==> config.mk <==
export PLATFORM = sky130hd
export DESIGN_NAME = return_addr_stack
export DESIGN_NICKNAME = d
export VERILOG_FILES = /design/src/rtl/return_addr_stack.sv
export SDC_FILE = /design/constraint.sdc
export NUM_CORES = 1
export LEC_CHECK = 0
export BUFFER_PORTS_ARGS = -buffer_cell sky130_fd_sc_hd__buf_2
export CAP_MARGIN = 0
export CORE_UTILIZATION = 53
export DETAILED_ROUTE_END_ITERATION = 12
export GPL_TIMING_DRIVEN = 0
export PLACE_DENSITY = 0.84
export REMOVE_ABC_BUFFERS = 1
export SYNTH_ARGS = -nofsm -noshare
export SYNTH_HDL_FRONTEND = slang
export SYNTH_SLANG_ARGS = --single-unit
==> constraint.sdc <==
create_clock -name clk -period 2.6 [get_ports clk]
set_input_delay 0 -clock clk [delete_from_list [all_inputs] [get_ports clk]]
set_output_delay 0 -clock clk [all_outputs]
set_load 0.02 [all_outputs]
==> src/rtl/return_addr_stack.sv <==
// Return-address stack: circular LIFO of call return addresses.
// Ports: clk, rst (async low), push/pop/address/err_clr in;
// stack_out/stack_valid, count/empty/full, overflow/underflow out.
// Macro RAS_STICKY_ERR_EN: sticky error flags cleared by err_clr.
module return_addr_stack #(
  parameter int DEPTH    = 8,
  parameter int ADDR_LEN = 12
) (
  input  logic                       clk,
  input  logic                       rst,
  input  logic                       push,
  input  logic                       pop,
  input  logic [ADDR_LEN-1:0]        address,
  input  logic                       err_clr,
  output logic [ADDR_LEN-1:0]        stack_out,
  output logic                       stack_valid,
  output logic [$clog2(DEPTH):0]     count,
  output logic                       empty,
  output logic                       full,
  output logic                       overflow,
  output logic                       underflow
);

  localparam int PW = $clog2(DEPTH);
  localparam int CW = PW + 1;

  typedef enum logic [1:0] {
    S_EMPTY,
    S_ACTIVE,
    S_FULL
  } state_t;

  state_t              state;
  logic [PW-1:0]       top;
  logic [PW-1:0]       top_inc;
  logic [PW-1:0]       top_dec;
  logic [ADDR_LEN-1:0] mem [DEPTH];
  logic                ovf_evt;
  logic                unf_evt;

  always_comb begin
    state = S_ACTIVE;
    unique case (1'b1)
      (count == CW'(0)):     state = S_EMPTY;
      (count == CW'(DEPTH)): state = S_FULL;
      default:               state = S_ACTIVE;
    endcase
  end

  assign empty   = (state == S_EMPTY);
  assign full    = (state == S_FULL);
  assign top_inc = top + PW'(1);
  assign top_dec = top - PW'(1);
  assign ovf_evt = push & ~pop & full;
  assign unf_evt = pop & ~push & empty;

  // Storage is not reset; writes are blocked while rst is low.
  always_ff @(posedge clk) begin
    if (rst) begin
      if (push && !pop)
        mem[top_inc] <= address;
      else if (push && pop && !empty)
        mem[top] <= address;
    end
  end

  always_ff @(posedge clk or negedge rst) begin
    if (!rst) begin
      count       <= '0;
      top         <= '0;
      stack_out   <= '0;
      stack_valid <= 1'b0;
    end else begin
      stack_valid <= 1'b0;
      unique case ({push, pop})
        2'b10: begin
          // When full, top+1 is the oldest slot and gets overwritten.
          top <= top_inc;
          if (!full) count <= count + CW'(1);
        end
        2'b01: begin
          if (!empty) begin
            stack_out   <= mem[top];
            top         <= top_dec;
            count       <= count - CW'(1);
            stack_valid <= 1'b1;
          end
        end
        2'b11: begin
          stack_out   <= empty ? address : mem[top];
          stack_valid <= 1'b1;
        end
        default: ;
      endcase
    end
  end

`ifdef RAS_STICKY_ERR_EN
  // A new error wins over a coincident clear.
  always_ff @(posedge clk or negedge rst) begin
    if (!rst) begin
      overflow  <= 1'b0;
      underflow <= 1'b0;
    end else begin
      overflow  <= ovf_evt | (overflow & ~err_clr);
      underflow <= unf_evt | (underflow & ~err_clr);
    end
  end
`else
  logic unused_err_clr;
  assign unused_err_clr = err_clr;

  always_ff @(posedge clk or negedge rst) begin
    if (!rst) begin
      overflow  <= 1'b0;
      underflow <= 1'b0;
    end else begin
      overflow  <= ovf_evt;
      underflow <= unf_evt;
    end
  end
`endif

endmodule

==> results of run 1 <==
==> worst paths after layout <==
check / from / endpoint / cells after the start
setup / recovery: top[0] / mem[0][2] / 6
hold / removal: rst / overflow / 2
setup reg to reg: top[0] / mem[0][2] / 6
hold reg to reg: stack_out[4] / stack_out[4] / 2
max in group asynchronous: rst / top[0] / 2
min in group clk: address[8] / mem[6][8] / 2
==> layout by cell type, fill, tap and decap left out, drive strengths merged, types with 2 or more instances in the layout <==
cell type,instances
edfxtp,96
buf,44
nor2,38
mux4,25
dfrtp,22
clkbuf,18
dlygate4sd3,15
inv,13
o22ai,10
nor3,10
clkinv,9
o21ai,8
nand2,7
a21oi,4
ha,4
nand2b,3
and2,3
nor2b,3
xnor2,3
a222oi,3
o221a,2
a31oi,2
o221ai,2
o31a,2
clkinvlp,2
nand3,2
==> timing repair <==
item / CTS / global route
pin swaps: 0 / 2
endpoints found under the hold margin: 133 / 0
hold buffers: 15 / 0
setup endpoints to repair: 96 / 79
gates resized for setup: 16 / 4
buffers inserted: 1 / 5
==> sequential cells by signal, summed over array words and instances (netlist names) <==
name and count:
stack_valid 1, underflow 1, top 3, overflow 1, stack_out 12, count 4
mem 96
==> worst max-delay path, cell delays in order (launching register included) <==
cell and delay, ns:
dfrtp_4 0.64, inv_1 0.18, ha_1 0.39, inv_1 0.11, o221ai_1 0.15, o31a_1 0.21
nor2_4 0.44
==> power breakdown <==
| group | internal (W) | switching (W) |
|---|---|---|
| clock network | 0.00125 | 0.000823 |
| registers | 0.00234 | 0.000383 |
| logic | 0.000832 | 0.000947 |
==> layout make-up <==
class | instances | area (µm²) | area share, %
Tap cell | 108 | 135.1 | 2.291
Clock inverter | 14 | 110.1 | 1.867
Multi-Input combinational cell | 140 | 1341 | 22.74
Timing Repair Buffer | 59 | 414.1 | 7.022
Inverter | 11 | 41.29 | 0.7000
Sequential cell | 118 | 3438 | 58.29
Clock buffer | 18 | 417.9 | 7.085
==> logic make-up after synthesis <==
kind of cell	synth area share, %
buffers and inverters	2.061
xor gates and xnor gates	0.7308
adders and majority gates	1.461
muxes	11.74
and+or+nand+nor	6.603
DFF	71.61
AOI/OAI and AO/OA	5.794
==> routing by layer <==
metal  up-vias  wire length, µm  global-route usage (%)
met2       156             5506                   38.19
met3        19              762                   7.050
met5         -                0                       0
met1      1481             4296                   32.30
li1       1245                -                       -
met4         0              175                   10.22
==> per-stage QoR <==
stage               setup TNS (ns)  std cells  total power (W)  hold slack [ns]
finish                           0        468         0.006574          0.03673
global route               -0.4554        468         0.006843          0.05770
CTS                         -2.799        463         0.006538          0.03692
detailed placement          -68.59        415         0.004291          0.05267
global placement           -133.95        413         0.004221          0.03520
floorplan                   -35.78        269         0.003781          -0.2956
==> key figures, run 1 <==
Drt
  – Wire per inst: 22.95 µm
  – DRC viols: 0
  – 1st-pass router iterations: 5
  – Initial DRC Count: approximately 190
  – Final antenna-violating net count: 0
  – Drt total wl: 10740 µm
  – Via density: about 6.2
  – Vias: 2901

Power and ir drop
  – Worst vdd ir: around 640 µV
  – Pleak: 2.109 nW
  – PwrDens: 1115 nW/µm²

Yosys
  – Synth Register Bits: 118
  – EDFF count, synth: 96
  – List of most frequent post-synthesis cells: edfxtp_1 (96), nor2_1 (38), mux4_2 (25)
  – Mean post-synth cell area: between 15 and 20 µm²
  – Top_reg_cell synth: edfxtp_1
  – Leading area contributor after synthesis: edfxtp_1
  – Count leader, synth: edfxtp_1
  – Synth unique cells: 37
  – Dominant cells by area after synthesis: edfxtp_1 (60%), mux4_2 (12%), dfrtp_1 (11%), nor2_1 (3.0%), o22ai_1 (1.3%)
  – Post-synth top area share: 60.13%
  – Cell count after synthesis: 280
  – Synthesized cell area: 4795 µm²
  – FFs w/ async S/R, synth: a little under a fifth
  – Yosys warnings: 0
  – Sequential area share after synthesis: 71.61%

Floorplan
  – Starting density of the core: 54.98%
  – I/O Pins: 38
  – Die Height: between 90 and 100 µm
  – Full die area: 9430 µm²
  – Die width: 97.11 µm
  – Row cnt: 34
  – Core ar.: 8721 µm²

Clock network
  – Reg clk slew, reported paths: 0.06 ns
  – TritonCTS buffer count: 17
  – CTS Root Cell: clkbuf_8
  – CTS sink count: 118
  – Clock buffer depth: 2
  – CTS tree: yes
  – Clock Latency Late Sink: 0.52 ns
  – H-tree Lvls: 4

STA
  – Final Hold Vio Count: 0
  – Final worst slack: 0.09964 ns
  – Max Freq: 0.3999 GHz
  – Clock Skews: 0.007389 ns
  – Slew @ Worst Pin: approximately 0.80 ns
  – Max transition margin: between 40% and 50%
  – Fin. max-slew vios: 0
  – Fin crit period: 2.500 ns
  – Tcrit/Tclk final: 96.17%
  – Final count of negative-setup-slack endpoints: 0

Final layout
  – Final non-filler cell area: 5898 µm²
  – ANT cells: 0
  – Area grow syn2layout: 23.02%
  – Fill count: 555
  – Final #Nets: 369
  – Layout cells sized above 1: around a third
  – Final core utilization: 67.63%

Min path
  – Worst min-delay path category: primary input to async pin

Setup path
  – Max FO, Critical Path: 15
  – Required time of the critical path: 2.76 ns
  – Critical path class: register to register
  – Crit path arrival time: 2.66 ns
  – Type of origin of the critical path: register
  – Crit. End Element: register
  – Reg2reg setup slack: 0.1 ns

Global routing
  – Tot GR Track Use: 24.37%
  – Pin count of the biggest net entering global routing: 33
  – Number of global-route vias before repair: 2935
  – Global-route wire length before repair: 16330 µm
  – Total congestion overflow: 0
  – Initial antenna violation count: 0

Placement
  – DP Area: just over 5000 µm²
  – Dpl hpwl: 5641 µm
  – Pre-CTS setup slack: -0.9821 ns
  – Port buffer count: 36
  – RD Place Congestion: 0.8005

Job
  – Max-cap violations: 0

Status
  – Result of the run: complete, no violations
(Power assumes the default switching activity.)
==> run 2: changes to the inputs <==
Settings changed: CTS_CLUSTER_DIAMETER set to 30, RECOVER_POWER set to 100.
==> run 2 against run 1 <==
Net effect: final cell count did not move; global-route usage did not move; worst hold slack lost 0.0053 ns; fmax grew 1.0%; register-to-register slack improved by 0.03 ns; final area fell by 0.91%; critical endpoint is now mem[1][2]; clock skew rose by 0.0014 ns; critical path depth is the same; clock-buffer cell count did not move.
==> key figures, run 2 (synthesis results as in run 1) <==
STA
  – Fin crit period: 2.475 ns (was 2.500 ns)
  – Final count of negative-setup-slack endpoints: 0 (unchanged)
  – Slew @ Worst Pin: 0.7604 ns (was 0.7989 ns)
  – Tcrit/Tclk final: 95.20% (was 96.17%)
  – Setup TNS Final: 0 ns (unchanged)
  – Final Hold Vio Count: 0 (unchanged)
  – Fin. max-slew vios: 0 (unchanged)
  – Max transition margin: 49.30% (was 46.74%)
  – Max Freq: 0.4040 GHz (was 0.3999 GHz)
  – Clock Skews: 0.008833 ns (was 0.007389 ns)
  – Final Hold Slack: 0.03145 ns (was 0.03673 ns)

Floorplan
  – Row cnt: 34 (unchanged)
  – I/O Pins: 38 (unchanged)
  – Starting density of the core: 54.98% (unchanged)
  – Core ar.: 8721 µm² (unchanged)
  – Die width: 97.11 µm (unchanged)
  – Full die area: 9430 µm² (unchanged)
  – Die Height: 97.11 µm (unchanged)

Final layout
  – Largest register by flop count: mem (unchanged)
  – Fin cells: 468 (unchanged)
  – Multi-input gate area: 1326 µm² (was 1341 µm²)
  – Commonest non-fill, non-tap cells in the layout: edfxtp_1 (96), clkbuf_1 (32), nor2_1 (30) (was edfxtp_1 (96), buf_2 (36), nor2_1 (30))
  – ANT cells: 0 (unchanged)
  – Area grow syn2layout: 21.89% (was 23.02%)
  – Max reg flops: 96 (unchanged)
  – Commonest non-fill, non-tap cell in the layout: edfxtp_1 (unchanged)
  – FF+latch area: 3438 µm² (unchanged)
  – Final #Nets: 369 (unchanged)
  – Layout cells sized above 1: 23.89% (was 33.06%)
  – Regs by FF count: mem (96), stack_out (12), count (4) (unchanged)
  – Fill count: 573 (was 555)

Min path
  – Worst min-delay path category: primary input to async pin (unchanged)

Setup path
  – Crit path arrival time: 2.63 ns (was 2.66 ns)
  – Cell-by-cell trace of the critical path: inv_1 > ha_1 > inv_1 > o221ai_1 > o31a_1 > nor2_4 (unchanged)
  – Crit. End Element: register (unchanged)
  – Critical path class: register to register (unchanged)
  – Worst path depth: 6 (unchanged)
  – CP most frequent cell: inv_1 (unchanged)
  – CP max stage cell: dfrtp_4 (unchanged)
  – Reg2reg setup slack: 0.12 ns (was 0.1 ns)
  – Required time of the critical path: 2.75 ns (was 2.76 ns)
  – Crit Reg-Reg Startpoint: top[0] (unchanged)
  – Bufs and invs on worst path: 2 (unchanged)
  – CP delay by family, top: flip-flops (unchanged)
  – Max FO, Critical Path: 15 (unchanged)
  – Worst setup path end: mem[1][2] (was mem[0][2])
  – Type of origin of the critical path: register (unchanged)
  – Peak per-stage delay on the critical path: 0.63 ns (was 0.64 ns)
  – CP Launch Point: top[0] (unchanged)
  – FF-to-FF End: mem[1][2] (was mem[0][2])
  – Reg2reg path depth: 6 (unchanged)

Placement
  – Dpl hpwl: 5641 µm (unchanged)
  – RD Place Congestion: 0.8005 (unchanged)
  – Port buffer count: 36 (unchanged)
  – DP Cell Count: 415 (unchanged)

Drt
  – Initial DRC Count: 213 (was 187)
  – Vias: 2878 (was 2901)
  – 1st-pass router iterations: 5 (unchanged)
  – Final antenna-violating net count: 0 (unchanged)
  – Wire per inst: 22.72 µm (was 22.95 µm)
  – DRC viols: 0 (unchanged)
  – Via density: 6.150 (was 6.199)
  – Drt total wl: 10630 µm (was 10740 µm)

Clock network
  – CTS sink count: 118 (unchanged)
  – CTS Root Cell: clkbuf_8 (unchanged)
  – CTS tree: yes (unchanged)
  – H-tree Lvls: 4 (unchanged)
  – Clock Latency Late Sink: 0.52 ns (about the same)
  – TritonCTS buffer count: 17 (unchanged)
  – Clock buffer depth: 2 (unchanged)
  – Reg clk slew, reported paths: 0.06 ns (about the same)

Power and ir drop
  – Worst vdd ir: 639.7 µV (was 637.0 µV)
  – Pleak: 2.018 nW (was 2.109 nW)
  – PwrDens: 1116 nW/µm² (was 1115 nW/µm²)

Global routing
  – Global-route wire length before repair: 16330 µm (unchanged)
  – Number of global-route vias before repair: 2935 (unchanged)
  – Total congestion overflow: 0 (unchanged)
  – Pin count of the biggest net entering global routing: 33 (unchanged)
  – Initial antenna violation count: 0 (unchanged)
  – Tot GR Track Use: 24.37% (unchanged)

Job
  – Max-cap violations: 0 (unchanged)

Status
  – Result of the run: complete, no violations (unchanged)
## run 2: worst min-delay path by stage
stage	start	end	slack [ns]	depth (start not counted)
3_3_place_gp	rst	count[1]	0.04	1
5_1_grt	rst	stack_out[7]	0.06	2
6_report	rst	overflow	0.03	2
3_5_place_dp	rst	count[1]	0.05	1
4_1_cts	rst	stack_out[7]	0.04	2
2_1_floorplan	rst	count[0]	-0.30	0
## run 2: layout make-up
type	count	share of cell area (%)
flip-flops and latches	118	58.83
multi-input cells	140	22.69
clock buffers	18	7.151
repair buffers	59	6.423
well taps	108	2.312
clock inverters	14	1.884
inverters	11	0.7065
## run 2: worst reg2reg max path: stages, from the launching register on
cell and delay, ns:
dfrtp_4 0.63, inv_1 0.18, ha_1 0.39, inv_1 0.11, o221ai_1 0.15, o31a_1 0.20
nor2_4 0.43
## run 2: per-stage QoR
step	worst slack, ns	cell area (µm²)	power [W]	util, %
3_3_place_gp	-1.528	5052	0.004221	57.93
6_report	0.1247	5844	0.006522	67.02
5_1_grt	-0.02813	5844	0.006804	67.02
2_1_floorplan	-0.4058	4737	0.003781	-
4_1_cts	-0.1202	5842	0.006538	66.99
3_5_place_dp	-0.9821	5075	0.004291	58.19
## run 2: report_power, final
part	total, W	internal [W]	leakage, nW	switching (W)
clock	0.00208	0.00125	0.262	0.000823
combinational	0.00173	0.000790	0.635	0.000942
sequential	0.00271	0.00234	1.12	0.000377
total	0.00652	0.00438	2.02	0.00214
## run 2: metal layers
| metal | vias to the layer above | wire [µm] | global-route usage, % | share of wire [%] |
|---|---|---|---|---|
| met5 | - | 0 | 0 | 0 |
| li1 | 1243 | - | - | - |
| met4 | 0 | 166 | 10.22 | 1.6 |
| met2 | 145 | 5489 | 38.19 | 52 |
| met1 | 1471 | 4185 | 32.30 | 39 |
| met3 | 19 | 790 | 7.050 | 7.4 |
## run 2: timing repair
item | 4_1_cts | 5_1_grt
setup buffers | 1 | 5
pin swaps | 0 | 2
hold endpoints to repair | 133 | 0
endpoints found under the setup margin | 96 | 79
hold buffers | 15 | 0
resized for setup | 16 | 4
